[src/rtl/des_key_pkg.sv]
// Shared DES key-schedule tables, FSM encoding and reset key constants.
// Table entries use FIPS 46-3 numbering: bit 1 is the most significant bit.
package des_key_pkg;

    typedef enum logic [1:0] {
        ST_IDLE = 2'd0,
        ST_LOAD = 2'd1,
        ST_RUN  = 2'd2,
        ST_DONE = 2'd3
    } state_t;

    localparam logic [63:0] RESET_KEY_0 = 64'hAAAA_FFFF_AAAA_FFFF;
    localparam logic [63:0] RESET_KEY_1 = 64'hAAAA_FCFF_AAAA_FFFF;

    localparam byte unsigned PC1_TABLE [56] = '{
        57, 49, 41, 33, 25, 17,  9,
         1, 58, 50, 42, 34, 26, 18,
        10,  2, 59, 51, 43, 35, 27,
        19, 11,  3, 60, 52, 44, 36,
        63, 55, 47, 39, 31, 23, 15,
         7, 62, 54, 46, 38, 30, 22,
        14,  6, 61, 53, 45, 37, 29,
        21, 13,  5, 28, 20, 12,  4
    };

    localparam byte unsigned PC2_TABLE [48] = '{
        14, 17, 11, 24,  1,  5,
         3, 28, 15,  6, 21, 10,
        23, 19, 12,  4, 26,  8,
        16,  7, 27, 20, 13,  2,
        41, 52, 31, 37, 47, 55,
        30, 40, 51, 45, 33, 48,
        44, 49, 39, 56, 34, 53,
        46, 42, 50, 36, 29, 32
    };

    // Per-round left-rotation amounts; entry 0 is round 1.
    localparam logic [1:0] SHIFT_TABLE [16] = '{
        2'd1, 2'd1, 2'd2, 2'd2, 2'd2, 2'd2, 2'd2, 2'd2,
        2'd1, 2'd2, 2'd2, 2'd2, 2'd2, 2'd2, 2'd2, 2'd1
    };

    function automatic logic [55:0] pc1(input logic [63:0] key);
        logic [55:0] r;
        r = '0;
        for (int i = 0; i < 56; i++)
            r[6'(55 - i)] = key[6'(64 - int'(PC1_TABLE[6'(i)]))];
        return r;
    endfunction

    function automatic logic [47:0] pc2(input logic [55:0] cd);
        logic [47:0] r;
        r = '0;
        for (int i = 0; i < 48; i++)
            r[6'(47 - i)] = cd[6'(56 - int'(PC2_TABLE[6'(i)]))];
        return r;
    endfunction

    function automatic logic [27:0] rotl28(input logic [27:0] x, input logic [1:0] n);
        return (n == 2'd2) ? {x[25:0], x[27:26]} : {x[26:0], x[27]};
    endfunction

    function automatic logic [27:0] rotr28(input logic [27:0] x, input logic [1:0] n);
        return (n == 2'd2) ? {x[1:0], x[27:2]} : {x[0], x[27:1]};
    endfunction

endpackage

[src/rtl/des_key_store.sv]
// Key register file: synchronous write, asynchronous read, two preset keys on reset.
module des_key_store
    import des_key_pkg::*;
#(
    parameter int KEY_SLOTS = 4,
    parameter int ADDR_W    = $clog2(KEY_SLOTS)
) (
    input  logic              clk,
    input  logic              reset_bar,
    input  logic              wr_en,
    input  logic [ADDR_W-1:0] addr,
    input  logic [63:0]       wr_data,
    output logic [63:0]       rd_data
);

    logic [63:0] mem [KEY_SLOTS];
    logic        addr_ok;

    // Guards non-power-of-two slot counts against out-of-range addresses.
    assign addr_ok = int'(addr) < KEY_SLOTS;

    always_ff @(posedge clk) begin
        if (!reset_bar) begin
            for (int i = 0; i < KEY_SLOTS; i++)
                mem[i] <= (i == 0) ? RESET_KEY_0 : (i == 1) ? RESET_KEY_1 : 64'h0;
        end else if (wr_en && addr_ok) begin
            mem[addr] <= wr_data;
        end
    end

    assign rd_data = addr_ok ? mem[addr] : 64'h0;

endmodule

[src/rtl/des_key_schedule.sv]
// DES round-key generator: presents 16 subkeys from a stored key, in encrypt or decrypt order.
//   state   | meaning
//   ST_IDLE | waiting for START; key store writable
//   ST_LOAD | one cycle: pre-rotate C,D for encrypt order
//   ST_RUN  | subkey presented, advances on SUBKEY_VALID & SUBKEY_READY
//   ST_DONE | one cycle after the 16th key is accepted
module des_key_schedule
    import des_key_pkg::*;
#(
    parameter  int KEY_SLOTS = 4,
    localparam int ADDR_W    = $clog2(KEY_SLOTS)
) (
    input  logic              CLK,
    input  logic              RESET_BAR,
    input  logic              CHIP_SELECT_BAR,
    input  logic [ADDR_W-1:0] ADDRESS,
    input  logic              LOAD_KEY,
    input  logic [63:0]       LOAD_DATA,
    input  logic              START,
    input  logic              MODE,
    input  logic              SUBKEY_READY,
    output logic [47:0]       SUBKEY,
    output logic              SUBKEY_VALID,
    output logic [3:0]        ROUND,
    output logic              BUSY,
    output logic              DONE
);

    state_t      state, state_nxt;
    logic        mode_q;
    logic [3:0]  round_q;
    logic [27:0] c_q, d_q;
    logic [63:0] slot_key;
    logic        cs, accept, last_accept;

    assign cs           = !CHIP_SELECT_BAR;
    assign BUSY         = (state != ST_IDLE);
    assign SUBKEY_VALID = (state == ST_RUN);
    assign accept       = SUBKEY_VALID && SUBKEY_READY && cs;
    assign last_accept  = accept && (round_q == 4'd15);
    assign DONE         = last_accept && RESET_BAR;
    assign ROUND        = round_q;
    assign SUBKEY       = SUBKEY_VALID ? pc2({c_q, d_q}) : 48'h0;

    des_key_store #(
        .KEY_SLOTS (KEY_SLOTS),
        .ADDR_W    (ADDR_W)
    ) u_store (
        .clk       (CLK),
        .reset_bar (RESET_BAR),
        .wr_en     (LOAD_KEY && cs && !BUSY),
        .addr      (ADDRESS),
        .wr_data   (LOAD_DATA),
        .rd_data   (slot_key)
    );

    always_comb begin
        state_nxt = state;
        case (state)
            ST_IDLE: if (START && cs) state_nxt = ST_LOAD;
            ST_LOAD: state_nxt = ST_RUN;
            ST_RUN:  if (last_accept) state_nxt = ST_DONE;
            ST_DONE: state_nxt = ST_IDLE;
            default: state_nxt = ST_IDLE;
        endcase
        if (state != ST_IDLE && !cs)
            state_nxt = ST_IDLE;
    end

    // PC1 is captured at START so a same-cycle write cannot alter this schedule.
    always_ff @(posedge CLK) begin
        if (!RESET_BAR) begin
            state   <= ST_IDLE;
            mode_q  <= 1'b0;
            round_q <= 4'd0;
            c_q     <= 28'h0;
            d_q     <= 28'h0;
        end else begin
            state <= state_nxt;
            case (state)
                ST_IDLE: begin
                    if (START && cs) begin
                        mode_q     <= MODE;
                        {c_q, d_q} <= pc1(slot_key);
                    end
                end
                ST_LOAD: begin
                    if (!mode_q) begin
                        c_q <= rotl28(c_q, SHIFT_TABLE[0]);
                        d_q <= rotl28(d_q, SHIFT_TABLE[0]);
                    end
                end
                ST_RUN: begin
                    if (accept) begin
                        round_q <= round_q + 4'd1;
                        if (!mode_q) begin
                            c_q <= rotl28(c_q, SHIFT_TABLE[round_q + 4'd1]);
                            d_q <= rotl28(d_q, SHIFT_TABLE[round_q + 4'd1]);
                        end else begin
                            c_q <= rotr28(c_q, SHIFT_TABLE[4'd15 - round_q]);
                            d_q <= rotr28(d_q, SHIFT_TABLE[4'd15 - round_q]);
                        end
                    end
                end
                default: ;
            endcase
            if (state != ST_IDLE && !cs) begin
                round_q <= 4'd0;
                c_q     <= 28'h0;
                d_q     <= 28'h0;
            end
        end
    end

endmodule

[config.mk]
export PLATFORM = sky130hd
export DESIGN_NAME = des_key_schedule
export DESIGN_NICKNAME = d
export VERILOG_FILES = /design/src/rtl/des_key_pkg.sv /design/src/rtl/des_key_store.sv /design/src/rtl/des_key_schedule.sv
export SDC_FILE = /design/constraint.sdc
export NUM_CORES = 1
export LEC_CHECK = 0
export ABC_CLOCK_PERIOD_IN_PS = 7550
export BUFFER_PORTS_ARGS = -buffer_cell sky130_fd_sc_hd__buf_2
export CORE_ASPECT_RATIO = 0.9
export CORE_UTILIZATION = 30
export DETAILED_ROUTE_END_ITERATION = 10
export PLACE_DENSITY = 0.47
export SYNTH_ARGS = -nofsm -noshare
export SYNTH_HDL_FRONTEND = slang
export SYNTH_HIERARCHICAL = 1
export SYNTH_SLANG_ARGS = --single-unit
[constraint.sdc]
create_clock -name CLK -period 7.55 [get_ports CLK]
set_input_delay 1.1325 -clock CLK [delete_from_list [all_inputs] [get_ports CLK]]
set_output_delay 1.1325 -clock CLK [all_outputs]
set_load 0.1 [all_outputs]
==> flow_metrics.tcl <==
set metrics [dict create \
    combinationalPowerShare 0.321 \
    grt_pass1_wl_mm 27.4 \
    synthCells 713 \
    report.final.hold_viol_count 0 \
    intPower_w 0.000944 \
    routedWlPerCell_um 17.0 \
    hp-class "register to register" \
    run_status "finished clean" \
    drt-initial-drc-count 390 \
    flow.area_growth_from_synthesis_pct 4.27 \
    cts.repair.resized 0 \
    insertedDiodeCount 0 \
    routed_wl_mm 16.4 \
    max_cap_viols 0 \
    timing.critical_path.arrival_ns 2.72 \
    critical_path.reg2reg.endpoint "c_q[3]$_SDFFE_PP0P_" \
    worst_skew_pair.late_latency_ns 0.35 \
    timing_worst_slew_pin_value_ns 1.23 \
    final-max-slew-violation-count 0 \
    clock_sink_count 95 \
    postCtsSetupRepairBufs 0 \
    vdd_drop_max_uv 124 \
    die_h_um 143 \
    cts_hold_repair.buffers 0 \
    share_of_final_layout_standard_cells_stronger_than_drive_strength_1 0.127 \
    synth.yosys.warnings 6 \
    die_footprint_sq_um 22700 \
    floorplan.initialDensity 0.306 \
    tritoncts_clock_tree "built" \
    antenna_found_initial 0 \
    hold_crit_start "state[1]$_SDFFE_PP0P_" \
    critPathMaxFanout 17 \
    worst_clock_skew_ns 0.00953 \
    netSwitchingFraction 0.397 \
    numCtsBuffers 9 \
    period_needed_ns 3.85 \
    clkPwrFrac 0.303 \
    max_freq_mhz 260 \
    worstSetupPathType "register to output pin" \
    first_pass_iters 5 \
    worstPathRequired_ns 6.42 \
    final_replace_weighted_congestion 0.741 \
    reg2reg_setup_slack_ns 4.13 \
    finalNetCount 753 \
    die_width_um 159 \
    final_total_negative_setup_slack_ns 0 \
    grt_start_max_net_pins 118 \
    cts-root-to-sink-buffers 2 \
    antenna_left 0 \
    pin_count 128 \
    reg2reg_depth 8 \
    setup.worst_path.start_class "register" \
    viasPerCell 5.38 \
    worstSetupEndpoint "DONE" \
    powerDensity_nw_per_um2 227 \
    routed-via-count 5202 \
    p_seq_frac 0.376 \
    grt_pass1_vias 5165 \
    report.final.setup_viol 0 \
    setup.worst_path.end_class "output pin" \
    p_switching_w 0.000623 \
    half_perimeter_wire_length_after_placement_mm 9.32 \
    worst_hold_slack_ns 0.586 \
    cts.reportedPaths.clkPinSlew_ns 0.07 \
    critical_path_startpoint "state[0]$_SDFFE_PP0P_" \
    globalRouteOverflowTotal 0 \
    port-buffer-count 33 \
    power.leakage_nw 2.45 \
    grtUsageTotal 0.151 \
    layout_worst_path_cycle_share 0.510 \
    core_area_sq_um 21600 \
    slew_headroom 0.176 \
    crit-reg2reg-launch "ROUND[0]$_SDFFE_PP0P_" \
    syn_area_per_cell_sq_um 9.29 \
    htree_num_levels 3 \
    rsz0062_at_grt "no" \
    design_power_total_w 0.00157 \
    netlist_area_sq_um 6620 \
    cts_root_buf "clkbuf_16" \
    drc_violations 0 \
    placementRows 51 \
]
-- critical path, cell delays in order (launching register included) --
cell     delay (ns)
dfxtp_1        0.34
inv_1          0.14
ha_1           0.70
and3b_1        0.38
and4_1         0.26
and2_1         0.13
buf_2          0.42
-- power by group through the flow --
stage,logic (W),registers [W],clock network (W)
3_3_place_gp,0.000495,0.000599,0
6_report,0.000504,0.000589,0.000474
4_1_cts,0.000500,0.000589,0.000488
2_1_floorplan,0.000427,0.000591,0
5_1_grt,0.000543,0.000594,0.000508
3_5_place_dp,0.000498,0.000600,0
-- flip-flops by register name, summed over array words and instances, names as in the netlist --
| register | cells |
|---|---|
| mode_q | 1 |
| u_store/mem | 32 |
| ROUND | 4 |
| c_q | 28 |
| state | 2 |
| d_q | 28 |
-- layer usage --
| layer | GRT usage | share of wire | vias to the layer above |
|---|---|---|---|
| met5 | 0 | 0 | - |
| li1 | - | - | 2487 |
| met4 | 0.0440 | 0.010 | 0 |
| met1 | 0.208 | 0.48 | 2556 |
| met2 | 0.241 | 0.46 | 147 |
| met3 | 0.0264 | 0.049 | 12 |
-- through the flow --
stage               area, sq um  setup WS, ns  utilization  instances
finish                     6910          3.70        0.319        967
global route               6910          3.55        0.319        967
CTS                        6910          3.65        0.319        967
detailed placement         6610          4.03        0.305        951
global placement           6610          4.01        0.305        951
floorplan                  6760          3.69            -        750
-- cell usage in the layout, fill, tap and decap left out, drive strengths merged, types with 9 or more instances in the layout --
cell type	instances
a21o	50
nand2b	10
dfxtp	63
and3	55
mux2i	60
conb	38
o21ai	59
buf	43
a22oi	48
edfxtp	32
ha	9
a211oi	50
and2	18
clkbuf	10
nor2	20
inv	12
-- cell type report --
type,instances,area (sq um)
Sequential cell,95,2230
Tap cell,291,364
Fill cell,2226,14700
Timing Repair Buffer,43,240
Multi-Input combinational cell,511,3730
Inverter,11,41.3
Clock inverter,6,70.1
Clock buffer,10,229
-- worst min path at each step --
stage	end	slack (ns)	depth (start not counted)
6_report	state[1]$_SDFFE_PP0P_	0.59	2
5_1_grt	state[1]$_SDFFE_PP0P_	0.60	2
4_1_cts	state[1]$_SDFFE_PP0P_	0.58	2
3_5_place_dp	state[1]$_SDFFE_PP0P_	0.57	2
3_3_place_gp	state[1]$_SDFFE_PP0P_	0.54	2
2_1_floorplan	state[1]$_SDFFE_PP0P_	0.52	2
No activity file was read; power rests on OpenSTA's default activity.
